File: config.mk
export PLATFORM = sky130hd
export DESIGN_NAME = decode_stage
export DESIGN_NICKNAME = d
export VERILOG_FILES = /design/src/rtl/decode_stage.sv
export SDC_FILE = /design/constraint.sdc
export NUM_CORES = 2
export LEC_CHECK = 0
export BUFFER_PORTS_ARGS = -buffer_cell sky130_fd_sc_hd__buf_4
export CAP_MARGIN = 20
export CORE_MARGIN = 2
export CORE_UTILIZATION = 55
export CTS_CLUSTER_SIZE = 12
export DETAILED_ROUTE_END_ITERATION = 16
export HOLD_SLACK_MARGIN = 0.08
export PLACE_DENSITY = 0.69
export SYNTH_ARGS = -nofsm -noshare
export SYNTH_HDL_FRONTEND = slang
export SYNTH_SLANG_ARGS = --single-unit
File: constraint.sdc
create_clock -name clk -period 2.1 [get_ports clk]
set_input_delay 0.42 -clock clk [delete_from_list [all_inputs] [get_ports clk]]
set_output_delay 0.42 -clock clk [all_outputs]
set_load 0.03 [all_outputs]
File: src/rtl/decode_stage.sv
// Instruction-decode stage: register bank with write-through bypass, control decode,
// immediate extension, load-use stall detection and the ID/EX pipeline register.
module decode_stage #(
    parameter int DATA_W     = 32,
    parameter int REG_ADDR_W = 5,
    parameter int IMM_W      = 16
) (
    input  logic                  clk,
    input  logic                  rst_n,
    input  logic                  if_valid,
    input  logic [31:0]           if_instr,
    input  logic [DATA_W-1:0]     if_pc_plus4,
    input  logic                  flush,
    input  logic                  wb_we,
    input  logic [REG_ADDR_W-1:0] wb_rw,
    input  logic [DATA_W-1:0]     wb_busw,
    output logic                  stall_out,
    output logic                  ex_valid,
    output logic [3:0]            ex_ctrl,
    output logic [3:0]            m_ctrl,
    output logic [1:0]            wb_ctrl,
    output logic [DATA_W-1:0]     busa,
    output logic [DATA_W-1:0]     busb,
    output logic [DATA_W-1:0]     immed_ext,
    output logic [REG_ADDR_W-1:0] ex_rs,
    output logic [REG_ADDR_W-1:0] ex_rt,
    output logic [REG_ADDR_W-1:0] ex_rd,
    output logic [DATA_W-1:0]     ex_pc_plus4
);
    localparam int NREG = 2 ** REG_ADDR_W;

    localparam logic [5:0] OP_RTYPE = 6'b000000;
    localparam logic [5:0] OP_LW    = 6'b100011;
    localparam logic [5:0] OP_SW    = 6'b101011;
    localparam logic [5:0] OP_BEQ   = 6'b000100;
    localparam logic [5:0] OP_ADDI  = 6'b001000;
    localparam logic [5:0] OP_J     = 6'b000010;

    function automatic logic signed [DATA_W-1:0] sign_ext(input logic [IMM_W-1:0] imm);
        return {{(DATA_W-IMM_W){imm[IMM_W-1]}}, imm};
    endfunction

    logic [DATA_W-1:0] rf [NREG];

    logic [5:0]            opcode_p0;
    logic [REG_ADDR_W-1:0] rs_p0, rt_p0, rd_p0;
    logic [3:0]            ex_ctrl_p0, m_ctrl_p0;
    logic [1:0]            wb_ctrl_p0;
    logic                  uses_rt_p0;
    logic [DATA_W-1:0]     busa_p0, busb_p0;
    logic signed [DATA_W-1:0] imm_p0;
    logic                  hz_p0, bubble_p0;

    logic                  vld_p1;
    logic [3:0]            ex_ctrl_p1, m_ctrl_p1;
    logic [1:0]            wb_ctrl_p1;
    logic [DATA_W-1:0]     busa_p1, busb_p1, imm_p1, pc_p1;
    logic [REG_ADDR_W-1:0] rs_p1, rt_p1, rd_p1;

    // Field positions are fixed by the ISA; only the address width adapts.
    assign opcode_p0 = if_instr[31:26];
    assign rs_p0     = REG_ADDR_W'(if_instr[25:21]);
    assign rt_p0     = REG_ADDR_W'(if_instr[20:16]);
    assign rd_p0     = REG_ADDR_W'(if_instr[15:11]);
    assign imm_p0    = sign_ext(if_instr[IMM_W-1:0]);

    always_comb begin
        ex_ctrl_p0 = 4'b0000;
        m_ctrl_p0  = 4'b0000;
        wb_ctrl_p0 = 2'b00;
        uses_rt_p0 = 1'b0;
        case (opcode_p0)
            OP_RTYPE: begin ex_ctrl_p0 = 4'b1100; wb_ctrl_p0 = 2'b10; uses_rt_p0 = 1'b1; end
            OP_LW:    begin ex_ctrl_p0 = 4'b0001; m_ctrl_p0 = 4'b0010; wb_ctrl_p0 = 2'b11; end
            OP_SW:    begin ex_ctrl_p0 = 4'b0001; m_ctrl_p0 = 4'b0001; uses_rt_p0 = 1'b1; end
            OP_BEQ:   begin ex_ctrl_p0 = 4'b0010; m_ctrl_p0 = 4'b0100; uses_rt_p0 = 1'b1; end
            OP_ADDI:  begin ex_ctrl_p0 = 4'b0001; wb_ctrl_p0 = 2'b10; end
            OP_J:     begin m_ctrl_p0 = 4'b1000; end
            default:  ;
        endcase
    end

    // Write-through bypass lets a same-cycle write-back reach the operands captured this edge.
    always_comb begin
        busa_p0 = rf[rs_p0];
        busb_p0 = rf[rt_p0];
        if (wb_we && wb_rw != '0 && wb_rw == rs_p0) busa_p0 = wb_busw;
        if (wb_we && wb_rw != '0 && wb_rw == rt_p0) busb_p0 = wb_busw;
        if (rs_p0 == '0) busa_p0 = '0;
        if (rt_p0 == '0) busb_p0 = '0;
    end

    assign hz_p0 = if_valid & vld_p1 & m_ctrl_p1[1] & (rt_p1 != '0) &
                   ((rt_p1 == rs_p0) | (uses_rt_p0 & (rt_p1 == rt_p0)));
    assign stall_out = hz_p0 & ~flush;
    assign bubble_p0 = flush | stall_out | ~if_valid;

    always_ff @(posedge clk or negedge rst_n) begin
        if (!rst_n) begin
            for (int i = 0; i < NREG; i++) rf[i] <= '0;
        end else if (wb_we && wb_rw != '0) begin
            rf[wb_rw] <= wb_busw;
        end
    end

    // ID -> EX boundary
    always_ff @(posedge clk or negedge rst_n) begin
        if (!rst_n) begin
            vld_p1     <= 1'b0;
            ex_ctrl_p1 <= '0;
            m_ctrl_p1  <= '0;
            wb_ctrl_p1 <= '0;
            busa_p1    <= '0;
            busb_p1    <= '0;
            imm_p1     <= '0;
            pc_p1      <= '0;
            rs_p1      <= '0;
            rt_p1      <= '0;
            rd_p1      <= '0;
        end else if (bubble_p0) begin
            vld_p1     <= 1'b0;
            ex_ctrl_p1 <= '0;
            m_ctrl_p1  <= '0;
            wb_ctrl_p1 <= '0;
            busa_p1    <= '0;
            busb_p1    <= '0;
            imm_p1     <= '0;
            pc_p1      <= '0;
            rs_p1      <= '0;
            rt_p1      <= '0;
            rd_p1      <= '0;
        end else begin
            vld_p1     <= 1'b1;
            ex_ctrl_p1 <= ex_ctrl_p0;
            m_ctrl_p1  <= m_ctrl_p0;
            wb_ctrl_p1 <= wb_ctrl_p0;
            busa_p1    <= busa_p0;
            busb_p1    <= busb_p0;
            imm_p1     <= imm_p0;
            pc_p1      <= if_pc_plus4;
            rs_p1      <= rs_p0;
            rt_p1      <= rt_p0;
            rd_p1      <= rd_p0;
        end
    end

    assign ex_valid    = vld_p1;
    assign ex_ctrl     = ex_ctrl_p1;
    assign m_ctrl      = m_ctrl_p1;
    assign wb_ctrl     = wb_ctrl_p1;
    assign busa        = busa_p1;
    assign busb        = busb_p1;
    assign immed_ext   = imm_p1;
    assign ex_rs       = rs_p1;
    assign ex_rt       = rt_p1;
    assign ex_rd       = rd_p1;
    assign ex_pc_plus4 = pc_p1;

endmodule

==> run metrics <==
final net count=4605; number of unique standard cell types used by synthesis=53; share of post-route cells with drive strength above 1=about three fifths; Total Power=approximately 65000 uW; pin count of the biggest net entering global routing=97; highest clock rate=slightly below 0.4 GHz; FILL cells=approximately 7300; minimum clock period after layout=roughly 2.6 ns; Clk pin slew, worst setup/hold paths=0.06 ns; later-pin clock latency in the skew report=around 0.74 ns; TritonCTS clock tree=built; arrival time of the worst setup path=2.17 ns; static leakage=roughly 0.032 uW; Worst R2R Setup Slack=-0.01 ns; Critical R2R Launch=ex_rt[1]; Combinational Power Share=21.1%; wire length of the first global-routing pass=287000 um; Routed WL per cell=roughly 32 um; detailed-placement wirelength estimate=approximately 130000 um; Least-Margin Pin Slew=roughly 0.91 ns; H-tree levels=3; Clk network pwr share=between 30% and 40%; simple-gate portion of the synthesized area=3.94%; die outline width=334 um; detailed-route via count=between 40000 and 50000; post-placement setup slack=-0.515 ns; worst clock skew=between 0.03 and 0.04 ns; FF-to-FF path depth=9; worst setup path class=reg -> out; Post-synth top flop=dfrtp_1; number of enable-type register cells in the synthesized netlist=0; residual antenna-violating net count after detailed routing=0; worst min path class=in -> reg; number of top-level pins=about 260; number of global-route vias before repair=around 42000; grt total ovfl=0; critical path capture point type=output pin; post-synth top area cell=dfrtp_1; biggest area contributors in the synthesized netlist=dfrtp_1, mux2_2, mux4_2; post-synthesis sequential element count=between 1000 and 1500; Layout area overhead=22.1%; GRT Util Overall=between 30% and 40%; reg-to-reg endpoint=busa[9]; Max Cap Viol=0; parity-gate share of the synthesized area counting xor and xnor cells=less than 1%; Sink Count=approximately 1200; Post-Synth Adder-Cell Area=0%; final routed wirelength across all metal layers=~190000 um; placed cell areas=about 68000 um2; smallest setup slack after layout=-0.485 ns; number of buffers added by the clock tree synthesis step=between 100 and 150; core area=between 100000 and 150000 um2; finished layout cell area=between 70000 and 80000 um2; antenna violations before repair=2; Die Footprint=roughly 110000 um2; number of iterations in the first detailed-routing pass=6; Final Slew Violations=0; fraction of synthesized area in multiplexers=roughly two fifths; fraction of post-synthesis cell area in the top cell type by area=48.4%; iteration-0 DRC count of the detailed router=4144; Ant. Diodes=0; part of the total power dissipated in sequential elements=between 40 and 50%; Clock Root Buffer=clkbuf_16; Hold Violations, Final=0; mapped cell area=59700 um2; internal power=approximately 47000 uW; Worst Hold Path Cells=3; Synth Area in Compound Gates=roughly 2.6%; port bufs=260; P per Cell Area=about 900 nW/um2; run status=finished, violations left; post-synthesis net count=4098; startpoint type of the worst setup path=flip-flop; final setup violation count=4; final estimated routing congestion in global placement=a little under 0.9; launch point of the worst hold path=wb_busw[7]; setup repair after global routing missed its margin=yes; post-synthesis average cell area=roughly 15 um2; required time at the endpoint of the critical path=between 1.5 and 2 ns; count of warnings emitted by yosys=0; Bufs and invs on worst path=2; end of the worst hold path=busb[7]; maximum VDD drop=706 uV; Sw Share=27.4%; drt drc=0; Site Rows=120; number of standard cells after synthesis=approximately 4000; Rel. slew slack=between 30% and 40%; largest delay contributor family on the critical path=simple AND/OR/NAND/NOR gates; combinational family with the most area after synthesis=multiplexers; violated checks=setup timing; buffers from clock root to sink, at most=3; Critical Path Max Stage Delay=between 0.4 and 0.5 ns; share of flip-flops with an asynchronous set or reset after synthesis=100%; Initial Util=a little under three fifths; standard cell with the maximum stage delay on the critical path=dfrtp_1; register area share after synthesis=48.4%; Die Height=around 330 um; Critical Path, Cell by Cell=xor2_1, nor4_1, nand4_1, buf_4, a21oi_2, buf_6; total net switching power=about 18000 uW; final worst path period share=123%; vias per cell=slightly below 7; critical path fanouts, max=3; final core utilization=between 60% and 70%
[registers in the layout, indices dropped and copies added, names as in the netlist]
signal,flops
busa,32
busb,32
ex_ctrl,3
ex_pc_plus4,32
ex_rd,4
ex_rs,5
ex_rt,5
ex_valid,1
immed_ext,12
m_ctrl,4
rf,1024
wb_ctrl,2
[worst max-delay path by stage]
stage / start / slack, ns / to / cells past startpoint
6_report: ex_rt[1] / -0.49 / stall_out / 6
5_1_grt: ex_rt[1] / -0.56 / stall_out / 6
4_1_cts: ex_rt[1] / -0.50 / stall_out / 6
3_5_place_dp: if_instr[16] / -0.52 / busb[1] / 9
3_3_place_gp: wb_rw[4] / -0.83 / rf[734] / 5
2_1_floorplan: if_instr[16] / -0.009 / busb[16] / 8
[what timing repair did]
item	4_1_cts	5_1_grt
cloned	0	3
hold buffers	58	0
setup endpoints to repair	5	91
pin swaps	5	1
endpoints found under the hold margin	270	0
buffers inserted	5	2
gates resized for setup	14	39
[cell usage in the layout (no fill, tap or decap), types with 6 or more instances in the layout]
master / synthesis / final
nor4_2: 1 / 23
nor3_2: 20 / 21
nand2_2: 0 / 13
mux2_1: 18 / 18
bufinv_16: 0 / 7
mux4_2: 468 / 468
nor4_4: 0 / 12
o21ai_0: 23 / 23
o22ai_1: 55 / 55
nor3_1: 53 / 52
clkbuf_16: 0 / 123
o21ai_1: 10 / 10
buf_4: 75 / 587
o221ai_2: 20 / 20
o221ai_1: 11 / 11
xor2_1: 15 / 15
buf_12: 0 / 198
mux2i_1: 168 / 168
mux2_2: 1062 / 1062
nor2_1: 139 / 123
nor2_4: 0 / 16
a22oi_2: 20 / 20
nand3b_1: 6 / 6
and2_1: 57 / 57
clkbuf_1: 189 / 25
a22oi_1: 42 / 42
nand2_1: 27 / 10
dlygate4sd3_1: 0 / 58
clkbuf_8: 0 / 35
nor4_1: 84 / 50
clkinv_2: 0 / 18
dfrtp_1: 1156 / 1153
[kinds of logic after synthesis]
group | after synthesis
buffers and inverters | 474
flip-flops | 1156
AND/OR/NAND/NOR | 434
multiplexers | 1716
XOR/XNOR | 20
AO/OA/AOI/OAI | 192
[cells in the mapped netlist (2+ instances only)]
master,instances
nor3b_1,4
o221ai_1,11
buf_4,75
or2_2,3
xnor2_1,5
o21ai_1,10
mux2_1,18
or4_1,2
a22oi_1,42
o22ai_1,55
o32ai_1,2
buf_1,50
nand4b_1,2
a22oi_2,20
mux2_2,1062
nand2_1,27
a21oi_1,3
clkbuf_1,189
and3_1,5
a211oi_1,3
inv_1,2
nor3_2,20
buf_6,10
nand3_1,6
xor2_1,15
or3_1,2
nor4_1,84
o221ai_2,20
nor3_1,53
dfrtp_1,1156
nand2b_1,8
nand4_1,4
mux4_2,468
nand3b_1,6
mux2i_1,168
and3b_1,3
nor2_1,139
and2_1,57
o21ai_0,23
buf_2,147
[final cells by class]
cell class	count	area (um2)	share of cell area, %
multi-input combinational	2362	29000	39.8
clock inverter	34	444	0.609
sequential	1156	28900	39.7
clock buffer	181	3600	4.94
tap	1403	1760	2.41
inverter	3	16.3	0.0223
timing repair buffer	855	9130	12.5
[power groups by stage]
stage	Clock (uW)	Sequential (uW)	Combinational [uW]
floorplan	0	28500	9320
global placement	0	29100	13100
detailed placement	0	29400	13400
CTS	22100	29000	13600
global route	23000	29600	14500
finish	21900	29200	13700
[through the flow]
stage / setup TNS, ns / cells / hold slack [ns]
after floorplan: -0.124 / 3992 / 0.124
after global placement: -148.77 / 5711 / 0.377
after detailed placement: -84.41 / 5711 / 0.383
after CTS: -0.501 / 5989 / 0.0888
after global routing: -2.65 / 5994 / 0.128
final: -0.510 / 5994 / 0.126
[layer usage]
metal | wire length (um) | vias to the layer above | GRT usage, %
li1 | - | 16200 | -
met2 | 92000 | 2002 | 54.9
met1 | 77000 | 21900 | 48.2
met5 | 7 | - | 0
met4 | 10100 | 2 | 15.9
met3 | 15600 | 545 | 6.72
[worst min-delay path: cells and delay by family]
kind | cells | cell delay [ns]
AND/OR/NAND/NOR | 1 | 0.10
AO/OA/AOI/OAI | 1 | 0.06
buffers and inverters | 1 | 0.22
Note: power is estimated with default switching activity, not from simulation.
